[config.mk]
export PLATFORM = sky130hd
export DESIGN_NAME = aha_tlx_train_responder_flat
export DESIGN_NICKNAME = d
export VERILOG_FILES = /design/src/rtl/aha_tlx_train_pkg.sv /design/src/rtl/aha_tlx_train_responder_if.sv /design/src/rtl/aha_tlx_prbs7_checker.sv /design/src/rtl/aha_tlx_train_responder.sv /design/src/flat_wrapper.sv
export SDC_FILE = /design/constraint.sdc
export NUM_CORES = 1
export LEC_CHECK = 0
export CAP_MARGIN = 20
export CORE_ASPECT_RATIO = 1.4
export CORE_MARGIN = 5
export CORE_UTILIZATION = 30
export CTS_BUF_LIST = sky130_fd_sc_hd__clkbuf_8
export CTS_CLUSTER_DIAMETER = 40
export DETAILED_ROUTE_END_ITERATION = 12
export GPL_TIMING_DRIVEN = 0
export PLACE_DENSITY = 0.58
export SLEW_MARGIN = 20
export SYNTH_ARGS = -nofsm -noshare
export SYNTH_HDL_FRONTEND = slang
export SYNTH_HIERARCHICAL = 1
export SYNTH_SLANG_ARGS = --single-unit
export TNS_END_PERCENT = 30
[constraint.sdc]
create_clock -name TLX_FWD_CLK -period 2.89 [get_ports TLX_FWD_CLK]
set_input_delay 0.578 -clock TLX_FWD_CLK [delete_from_list [all_inputs] [get_ports TLX_FWD_CLK]]
set_output_delay 0.578 -clock TLX_FWD_CLK [all_outputs]
set_load 0.01 [all_outputs]
[src/rtl/aha_tlx_train_pkg.sv]
// -----------------------------------------------------------------------------
// aha_tlx_train_pkg
// Shared definitions for the TLX far-end training responder.
//   - PRBS7 (x^7 + x^6 + 1) width, seed and tap positions
//   - top FSM and per-lane checker state encodings
//   - helpers for the PRBS7 step: the next bit is r[6]^r[5], and the register
//     shifts left with that bit entering at r[0]
// -----------------------------------------------------------------------------
package aha_tlx_train_pkg;

    localparam int                PRBS_W     = 7;
    localparam logic [PRBS_W-1:0] PRBS_SEED  = 7'h7F;
    localparam int                PRBS_TAP_A = 6;
    localparam int                PRBS_TAP_B = 5;

    typedef enum logic [1:0] {
        TOP_OFF   = 2'd0,
        TOP_TRAIN = 2'd1,
        TOP_ACK   = 2'd2,
        TOP_DONE  = 2'd3
    } top_state_e;

    typedef enum logic [1:0] {
        CHK_FILL   = 2'd0,
        CHK_HUNT   = 2'd1,
        CHK_LOCKED = 2'd2
    } chk_state_e;

    function automatic logic prbs7_bit(input logic [PRBS_W-1:0] r);
        return r[PRBS_TAP_A] ^ r[PRBS_TAP_B];
    endfunction

    function automatic logic [PRBS_W-1:0] prbs7_shift(input logic [PRBS_W-1:0] r,
                                                      input logic              b);
        return {r[PRBS_W-2:0], b};
    endfunction

endpackage

[src/rtl/aha_tlx_train_responder_if.sv]
// -----------------------------------------------------------------------------
// aha_tlx_train_responder_if
// Bundles the training-side signals of the TLX far-end responder.
//   master : link-side logic (drives TRAIN_EN, CLR_ERR, LANE_IN, TX_LANE_IN)
//   slave  : the responder (drives TX_LANE_OUT, LANE_LOCKED, ALL_LOCKED,
//            TRAIN_DONE, ERR_CNT)
// ERR_CNT packs one ERR_W counter per lane, lane 0 in the LSBs.
// -----------------------------------------------------------------------------
interface aha_tlx_train_responder_if #(
    parameter int NUM_LANES = 3,
    parameter int NUM_TX    = 2,
    parameter int ERR_W     = 16
);
    logic                       TRAIN_EN;
    logic                       CLR_ERR;
    logic [NUM_LANES-1:0]       LANE_IN;
    logic [NUM_TX-1:0]          TX_LANE_IN;
    logic [NUM_TX-1:0]          TX_LANE_OUT;
    logic [NUM_LANES-1:0]       LANE_LOCKED;
    logic                       ALL_LOCKED;
    logic                       TRAIN_DONE;
    logic [NUM_LANES*ERR_W-1:0] ERR_CNT;

    modport master (
        output TRAIN_EN, CLR_ERR, LANE_IN, TX_LANE_IN,
        input  TX_LANE_OUT, LANE_LOCKED, ALL_LOCKED, TRAIN_DONE, ERR_CNT
    );

    modport slave (
        input  TRAIN_EN, CLR_ERR, LANE_IN, TX_LANE_IN,
        output TX_LANE_OUT, LANE_LOCKED, ALL_LOCKED, TRAIN_DONE, ERR_CNT
    );
endinterface

[src/rtl/aha_tlx_prbs7_checker.sv]
// -----------------------------------------------------------------------------
// aha_tlx_prbs7_checker
// Single-lane PRBS7 checker, FILL -> HUNT -> LOCKED.
//   clk, rst_n  : link clock, async active-low reset
//   en_i        : training enable; low forces FILL and clears match/miss counts
//   clr_err_i   : synchronous error-counter clear (wins over an increment)
//   lane_i      : received lane bit
//   locked_o    : registered, high exactly while in LOCKED
//   err_cnt_o   : saturating mismatch count while LOCKED
// Optional: AHA_TLX_TRAIN_ERRCNT_EN builds the error counter; without it
// err_cnt_o is tied to zero and clr_err_i is ignored.
// -----------------------------------------------------------------------------
module aha_tlx_prbs7_checker
    import aha_tlx_train_pkg::*;
#(
    parameter int LOCK_CNT = 64,
    parameter int LOSS_CNT = 4,
    parameter int ERR_W    = 16
) (
    input  logic             clk,
    input  logic             rst_n,
    input  logic             en_i,
    input  logic             clr_err_i,
    input  logic             lane_i,
    output logic             locked_o,
    output logic [ERR_W-1:0] err_cnt_o
);

    localparam int MW = $clog2(LOCK_CNT + 1);
    localparam int LW = $clog2(LOSS_CNT + 1);
    localparam int FW = $clog2(PRBS_W);

    chk_state_e        state_q, state_d;
    logic [PRBS_W-1:0] r_q, r_d;
    logic [FW-1:0]     fill_q, fill_d;
    logic [MW-1:0]     match_q, match_d;
    logic [LW-1:0]     miss_q, miss_d;
    logic              locked_q;
    logic              pred;
    logic              hit;
    logic              lock_err;

    assign pred = prbs7_bit(r_q);
    // An all-zero register is the LFSR lockup state and never a valid PRBS7
    // phase; without this a stuck-at-0 lane would predict 0 forever and lock.
    assign hit      = (lane_i == pred) && (r_q != '0);
    assign lock_err = en_i && (state_q == CHK_LOCKED) && (lane_i != pred);

    always_comb begin
        state_d = state_q;
        r_d     = r_q;
        fill_d  = fill_q;
        match_d = match_q;
        miss_d  = miss_q;
        if (!en_i) begin
            state_d = CHK_FILL;
            fill_d  = '0;
            match_d = '0;
            miss_d  = '0;
        end else begin
            case (state_q)
                CHK_FILL: begin
                    r_d = prbs7_shift(r_q, lane_i);
                    if (fill_q == FW'(PRBS_W - 1)) begin
                        state_d = CHK_HUNT;
                        fill_d  = '0;
                        match_d = '0;
                    end else begin
                        fill_d = fill_q + FW'(1);
                    end
                end
                CHK_HUNT: begin
                    // Self-synchronising: the received bit always enters r.
                    r_d = prbs7_shift(r_q, lane_i);
                    if (hit) begin
                        if (match_q == MW'(LOCK_CNT - 1)) begin
                            state_d = CHK_LOCKED;
                            match_d = '0;
                            miss_d  = '0;
                        end else begin
                            match_d = match_q + MW'(1);
                        end
                    end else begin
                        match_d = '0;
                    end
                end
                CHK_LOCKED: begin
                    // Free-running: errors on the wire do not corrupt r.
                    r_d = prbs7_shift(r_q, pred);
                    if (lane_i != pred) begin
                        if (miss_q == LW'(LOSS_CNT - 1)) begin
                            state_d = CHK_FILL;
                            fill_d  = '0;
                            miss_d  = '0;
                        end else begin
                            miss_d = miss_q + LW'(1);
                        end
                    end else begin
                        miss_d = '0;
                    end
                end
                default: state_d = CHK_FILL;
            endcase
        end
    end

    always_ff @(posedge clk or negedge rst_n) begin
        if (!rst_n) begin
            state_q  <= CHK_HUNT;
            r_q      <= '0;
            fill_q   <= '0;
            match_q  <= '0;
            miss_q   <= '0;
            locked_q <= 1'b0;
        end else begin
            state_q  <= state_d;
            r_q      <= r_d;
            fill_q   <= fill_d;
            match_q  <= match_d;
            miss_q   <= miss_d;
            locked_q <= (state_d == CHK_LOCKED);
        end
    end

    assign locked_o = locked_q;

`ifdef AHA_TLX_TRAIN_ERRCNT_EN
    logic [ERR_W-1:0] err_q, err_d;

    always_comb begin
        err_d = err_q;
        if (clr_err_i) begin
            err_d = '0;
        end else if (lock_err && (err_q != '1)) begin
            err_d = err_q + ERR_W'(1);
        end
    end

    always_ff @(posedge clk or negedge rst_n) begin
        if (!rst_n) begin
            err_q <= '0;
        end else begin
            err_q <= err_d;
        end
    end

    assign err_cnt_o = err_q;
`else
    logic unused_err;
    assign unused_err = clr_err_i ^ lock_err;
    assign err_cnt_o  = '0;
`endif

endmodule

[src/rtl/aha_tlx_train_responder.sv]
// -----------------------------------------------------------------------------
// aha_tlx_train_responder
// Far-end TLX lane-training responder on the FWD receive side.
//   TLX_FWD_CLK    : link clock, sole clock of the block
//   TLX_FWD_RESETn : async active-low reset
//   bus (slave)    : TRAIN_EN, CLR_ERR, LANE_IN, TX_LANE_IN in;
//                    TX_LANE_OUT, LANE_LOCKED, ALL_LOCKED, TRAIN_DONE, ERR_CNT out
// One PRBS7 checker per received lane; a PRBS7 generator drives every return
// lane while training, otherwise TX_LANE_IN is passed through (1 cycle).
// Top FSM OFF -> TRAIN -> ACK -> DONE; TRAIN_EN low returns to OFF.
// Optional: AHA_TLX_TRAIN_ERRCNT_EN enables the per-lane error counters.
// -----------------------------------------------------------------------------
module aha_tlx_train_responder
    import aha_tlx_train_pkg::*;
#(
    parameter int NUM_LANES  = 3,
    parameter int NUM_TX     = 2,
    parameter int LOCK_CNT   = 64,
    parameter int LOSS_CNT   = 4,
    parameter int ACK_CYCLES = 256,
    parameter int ERR_W      = 16
) (
    input  logic                    TLX_FWD_CLK,
    input  logic                    TLX_FWD_RESETn,
    aha_tlx_train_responder_if.slave bus
);

    localparam int AW = $clog2(ACK_CYCLES + 1);

    top_state_e                            state_q, state_d;
    logic [PRBS_W-1:0]                     gen_q, gen_d;
    logic [NUM_TX-1:0]                     tx_q, tx_d;
    logic [AW-1:0]                         ack_q, ack_d;
    logic [NUM_LANES-1:0]                  locked;
    logic [NUM_LANES-1:0][ERR_W-1:0]       err_cnt;
    logic                                  all_locked;

    for (genvar g = 0; g < NUM_LANES; g++) begin : g_lane
        aha_tlx_prbs7_checker #(
            .LOCK_CNT (LOCK_CNT),
            .LOSS_CNT (LOSS_CNT),
            .ERR_W    (ERR_W)
        ) u_chk (
            .clk       (TLX_FWD_CLK),
            .rst_n     (TLX_FWD_RESETn),
            .en_i      (bus.TRAIN_EN),
            .clr_err_i (bus.CLR_ERR),
            .lane_i    (bus.LANE_IN[g]),
            .locked_o  (locked[g]),
            .err_cnt_o (err_cnt[g])
        );
    end

    assign all_locked = &locked;

    always_comb begin
        state_d = state_q;
        gen_d   = gen_q;
        ack_d   = ack_q;
        // Output mux follows the current state, so pass-through resumes the
        // cycle after the FSM has actually landed in OFF.
        tx_d    = (state_q == TOP_OFF) ? bus.TX_LANE_IN : {NUM_TX{prbs7_bit(gen_q)}};
        if (state_q != TOP_OFF) begin
            gen_d = prbs7_shift(gen_q, prbs7_bit(gen_q));
        end
        if (!bus.TRAIN_EN) begin
            state_d = TOP_OFF;
            gen_d   = PRBS_SEED;
            ack_d   = '0;
        end else begin
            case (state_q)
                TOP_OFF:   state_d = TOP_TRAIN;
                TOP_TRAIN: begin
                    if (all_locked) begin
                        state_d = TOP_ACK;
                        ack_d   = '0;
                    end
                end
                TOP_ACK: begin
                    if (!all_locked) begin
                        state_d = TOP_TRAIN;
                    end else if (ack_q == AW'(ACK_CYCLES - 1)) begin
                        state_d = TOP_DONE;
                    end else begin
                        ack_d = ack_q + AW'(1);
                    end
                end
                TOP_DONE: begin
                    if (!all_locked) begin
                        state_d = TOP_TRAIN;
                    end
                end
                default: state_d = TOP_OFF;
            endcase
        end
    end

    always_ff @(posedge TLX_FWD_CLK or negedge TLX_FWD_RESETn) begin
        if (!TLX_FWD_RESETn) begin
            state_q <= TOP_OFF;
            gen_q   <= PRBS_SEED;
            tx_q    <= '0;
            ack_q   <= '0;
        end else begin
            state_q <= state_d;
            gen_q   <= gen_d;
            tx_q    <= tx_d;
            ack_q   <= ack_d;
        end
    end

    assign bus.TX_LANE_OUT = tx_q;
    assign bus.LANE_LOCKED = locked;
    assign bus.ALL_LOCKED  = all_locked;
    assign bus.TRAIN_DONE  = (state_q == TOP_DONE);
    assign bus.ERR_CNT     = err_cnt;

endmodule

[src/flat_wrapper.sv]
// flat-port wrapper written by rule: the top's interface ports become plain ports
module aha_tlx_train_responder_flat import aha_tlx_train_pkg::*;
#(
    parameter int NUM_LANES  = 3,
    parameter int NUM_TX     = 2,
    parameter int LOCK_CNT   = 64,
    parameter int LOSS_CNT   = 4,
    parameter int ACK_CYCLES = 256,
    parameter int ERR_W      = 16
)
  (TLX_FWD_CLK, TLX_FWD_RESETn, bus_TRAIN_EN, bus_CLR_ERR, bus_LANE_IN, bus_TX_LANE_IN, bus_TX_LANE_OUT, bus_LANE_LOCKED, bus_ALL_LOCKED, bus_TRAIN_DONE, bus_ERR_CNT);
  aha_tlx_train_responder_if #(.NUM_LANES(NUM_LANES), .NUM_TX(NUM_TX), .ERR_W(ERR_W)) bus_i ();
  input  logic TLX_FWD_CLK;
  input  logic TLX_FWD_RESETn;
  input wire logic [$bits(bus_i.TRAIN_EN)-1:0] bus_TRAIN_EN;
  input wire logic [$bits(bus_i.CLR_ERR)-1:0] bus_CLR_ERR;
  input wire logic [$bits(bus_i.LANE_IN)-1:0] bus_LANE_IN;
  input wire logic [$bits(bus_i.TX_LANE_IN)-1:0] bus_TX_LANE_IN;
  output wire logic [$bits(bus_i.TX_LANE_OUT)-1:0] bus_TX_LANE_OUT;
  output wire logic [$bits(bus_i.LANE_LOCKED)-1:0] bus_LANE_LOCKED;
  output wire logic [$bits(bus_i.ALL_LOCKED)-1:0] bus_ALL_LOCKED;
  output wire logic [$bits(bus_i.TRAIN_DONE)-1:0] bus_TRAIN_DONE;
  output wire logic [$bits(bus_i.ERR_CNT)-1:0] bus_ERR_CNT;
  assign bus_i.TRAIN_EN = bus_TRAIN_EN;
  assign bus_i.CLR_ERR = bus_CLR_ERR;
  assign bus_i.LANE_IN = bus_LANE_IN;
  assign bus_i.TX_LANE_IN = bus_TX_LANE_IN;
  assign bus_TX_LANE_OUT = bus_i.TX_LANE_OUT;
  assign bus_LANE_LOCKED = bus_i.LANE_LOCKED;
  assign bus_ALL_LOCKED = bus_i.ALL_LOCKED;
  assign bus_TRAIN_DONE = bus_i.TRAIN_DONE;
  assign bus_ERR_CNT = bus_i.ERR_CNT;
  aha_tlx_train_responder #(.NUM_LANES(NUM_LANES), .NUM_TX(NUM_TX), .LOCK_CNT(LOCK_CNT), .LOSS_CNT(LOSS_CNT), .ACK_CYCLES(ACK_CYCLES), .ERR_W(ERR_W)) u_core (.TLX_FWD_CLK(TLX_FWD_CLK), .TLX_FWD_RESETn(TLX_FWD_RESETn), .bus(bus_i));
endmodule
==> results.md <==
- Status: finished, final reports clean
- Mapped Cells: 489
- Post-Synthesis Cell Area: 0.004911 mm2
- Non-filler cells, final: around 760
- Area growth syn-to-layout: 15.26%
- Clock Tree Buf Depth: 2
- Layout cell share with drive strength beyond 1: 20.35%
- Leak: ~2.5 nW
- Die width: between 100 and 150 um
- Crit Path Class: in2reg
- Post-Route Setup TNS: 0 ns
- Placed cells: approximately 750
- Worst-margin pin slew: roughly 0.97 ns
- H-tree Lvls: 3
- Fillcell total: approximately 1,600
- Root Buffer: clkbuf_8
- Core Footprint: 0.01610 mm2
- Post-synth EDFFs: 0
- Crit path capture type: register
- Hold Vio Cnt, Final: 0
- Crit share post-route: between 90 and 100%
- Antenna viol nets, final: 0
- ANT cells: 0
- IO buf count: 14
- Slew Limit Headroom: 35.05%
- Max cap viols: 0
- Reg clk slew, reported paths: 0.09 ns
- Drt wl/cell: around 12 um
- First-pass GRT wire length: around 16,000 um
- Num CTS Buffers: 9
- IR drop worst, VDD: between 0.15 and 0.2 mV
- Die ar.: 0.01907 mm2
- Min Tclk post-route: 2.666 ns
- Core Rows: 55
- Critical Path RT: 3.13 ns
- Setup Viol. Count Final: 0
- Largest net degree at the start of global routing: 56
- Postcts setup bufs: 0
- Nets: about 580
- Sequential share of the synthesized area: 45.61%
- DP HPWL: roughly 6700 um
- Routability cong.: ~0.79
- Power Density: between 400 and 500 mW/mm2
- Die height: about 160 um
- #FFs+latches synth: 89
- Critical path arrival: approximately 2.9 ns
- Clk_lat worst skew: 0.36 ns
- CTS tree: done
- RSZ-0062 raised after global routing: false
- Top FF cell, synth: dfrtp_1
- Worst Setup Start Kind: input port
- # clock sinks: 89
- Routed vias: 3,596
- Via/cell ratio: 4.707
- Largest fanout on the critical path: 22
- 1st-pass router iterations: 4
- Netlist cell types: 59
- Number of global-route vias before repair: between 3,000 and 4,000
- Total GRT Usage: under 10%
- Worst reg-to-reg path cell count: 9
- Post-route DRC violation count: 0
- YS warnings: 6
- Fmax: ~380 MHz
- GR Overflow Total: 0
- Slew Limit Fails: 0
- Post-Route WL: roughly 9200 um
- Syn_area_per_cell: ~10 um2
- Asr flop ratio synth: 100.0%
- Starting Density: 30.50%
- Worst hold path class: in2async
- IO Pins: 64
- Worst Skew: between 0.01 and 0.015 ns
- Initial antenna violation count: 0
- CTS Hold Buffers Added: 0
- PostCTS Resize Cnt: 0
- DR iter-0 viols: between 200 and 250
## worst paths after layout
kind                                                               from                                       endpoint  slack [ns]
max                                                        bus_TRAIN_EN  u_core/g_lane[2].u_chk/match_q[3]$_DFFE_PN0P_        0.22
min in group TLX_FWD_CLK   u_core/g_lane[1].u_chk/miss_q[2]$_DFFE_PN0P_   u_core/g_lane[1].u_chk/miss_q[2]$_DFFE_PN0P_        0.48
max in group asynchronous                                TLX_FWD_RESETn    u_core/g_lane[0].u_chk/state_q[0]$_DFF_PN1_        2.04
min reg2reg                u_core/g_lane[1].u_chk/miss_q[2]$_DFFE_PN0P_   u_core/g_lane[1].u_chk/miss_q[2]$_DFFE_PN0P_        0.48
min                                                      TLX_FWD_RESETn                    u_core/ack_q[3]$_DFFE_PN0P_        0.17
max reg2reg                                 u_core/ack_q[0]$_DFFE_PN0P_                  u_core/state_q[1]$_DFFE_PN0P_        0.68
## per-layer routing
| metal | wire, um | GRT usage [%] | up-vias |
|---|---|---|---|
| met5 | 0 | 0 | - |
| met4 | 135 | 4.330 | 0 |
| met3 | 447 | 2.627 | 12 |
| met2 | 4744 | 17.92 | 68 |
| met1 | 3872 | 10.94 | 1739 |
| li1 | - | - | 1777 |
## placed cells by master (no fill, tap or decap), types with 13 or more instances in the layout
master	Yosys	routed
a21oi_1	19	19
buf_4	48	49
clkdlybuf4s50_1	0	13
conb_1	3	48
dfrtp_1	79	79
inv_1	21	24
mux2_2	22	22
nand2_1	43	43
nand3_1	19	19
nor2_1	23	23
o21ai_0	38	38
## report_power, final
part,leakage [nW],internal (mW),switching [mW]
sequential,1.14,1.35,0.104
combinational,1.31,0.302,0.300
clock,0.0958,0.324,0.424
## cell families (layout without fill, tap and decap cells)
group           after synthesis  in the layout  synth area share, %
mux                          32             32                7.134
flops                        89             89                45.61
compound gates              126            126                17.22
buf+inv                      79            110                9.885
xor+xnor                     10             10                2.675
other cells                   3             48               0.2293
fa+ha+maj                    12             12                3.057
simple gates                138            138                14.19
## worst max-delay path, stage by stage
cell and delay, ns:
clkdlybuf4s50_1 1.11, inv_1 0.26, o31ai_2 0.58, nor3_1 0.12
a22oi_1 0.16, o21ai_0 0.10
## sequential cells by signal, summed over array words and instances (netlist names), 3 cells and up
signal / flops
u_core/g_lane.u_chk/match_q: 21
u_core/g_lane.u_chk/r_q: 21
u_core/ack_q: 9
u_core/g_lane.u_chk/fill_q: 9
u_core/g_lane.u_chk/miss_q: 9
u_core/gen_q: 7
u_core/g_lane.u_chk/state_q: 6
u_core/g_lane.u_chk/locked_o: 3
## through the flow
step           power [mW]  setup slack (ns)  instance area (um2)  util (%)  hold slack, ns
3_3_place_gp        2.057            -1.950                 5469     33.96          0.4593
6_report            2.809            0.2236                 5660     35.15          0.1690
3_5_place_dp        2.087           -0.1957                 5494     34.12          0.4662
4_1_cts             2.859            0.1876                 5660     35.15          0.1696
5_1_grt             2.985           0.02447                 5660     35.15          0.1950
2_1_floorplan       1.923            0.8801                 5080         -          0.2824
## final cells by class
type | instances | area, um2 | area share [%]
buffer | 58 | 406.6 | 7.184
clock buffer | 10 | 137.6 | 2.431
clock inverter | 6 | 28.78 | 0.5084
inverter | 21 | 78.83 | 1.393
multi-input combinational | 366 | 2355 | 41.60
sequential | 89 | 2240 | 39.57
tap | 199 | 249.0 | 4.399
timing repair buffer | 15 | 165.2 | 2.918
## synthesized netlist by cell type, drive strengths merged (3+ instances only)
cell / count / area, um2
a21boi: 5 / 37.54
a21oi: 24 / 153.9
a22o: 9 / 78.83
a22oi: 4 / 30.03
a31oi: 7 / 43.79
and3: 4 / 25.02
buf: 50 / 376.6
clkbuf: 8 / 30.03
conb: 3 / 11.26
dfrtp: 79 / 1977
dfstp: 10 / 262.8
ha: 12 / 150.1
inv: 21 / 78.83
mux2: 24 / 270.3
mux2i: 8 / 80.08
nand2: 44 / 172.7
nand2b: 12 / 75.07
nand3: 19 / 95.09
nand3b: 3 / 22.52
nand4: 3 / 18.77
nor2: 23 / 86.33
nor2b: 6 / 42.54
nor3: 10 / 50.05
nor4: 4 / 31.28
o21a: 3 / 22.52
o21ai: 49 / 252.7
o22ai: 8 / 50.05
o31ai: 6 / 60.06
or3: 4 / 30.03
xnor2: 6 / 52.55
(Power assumes the default switching activity.)
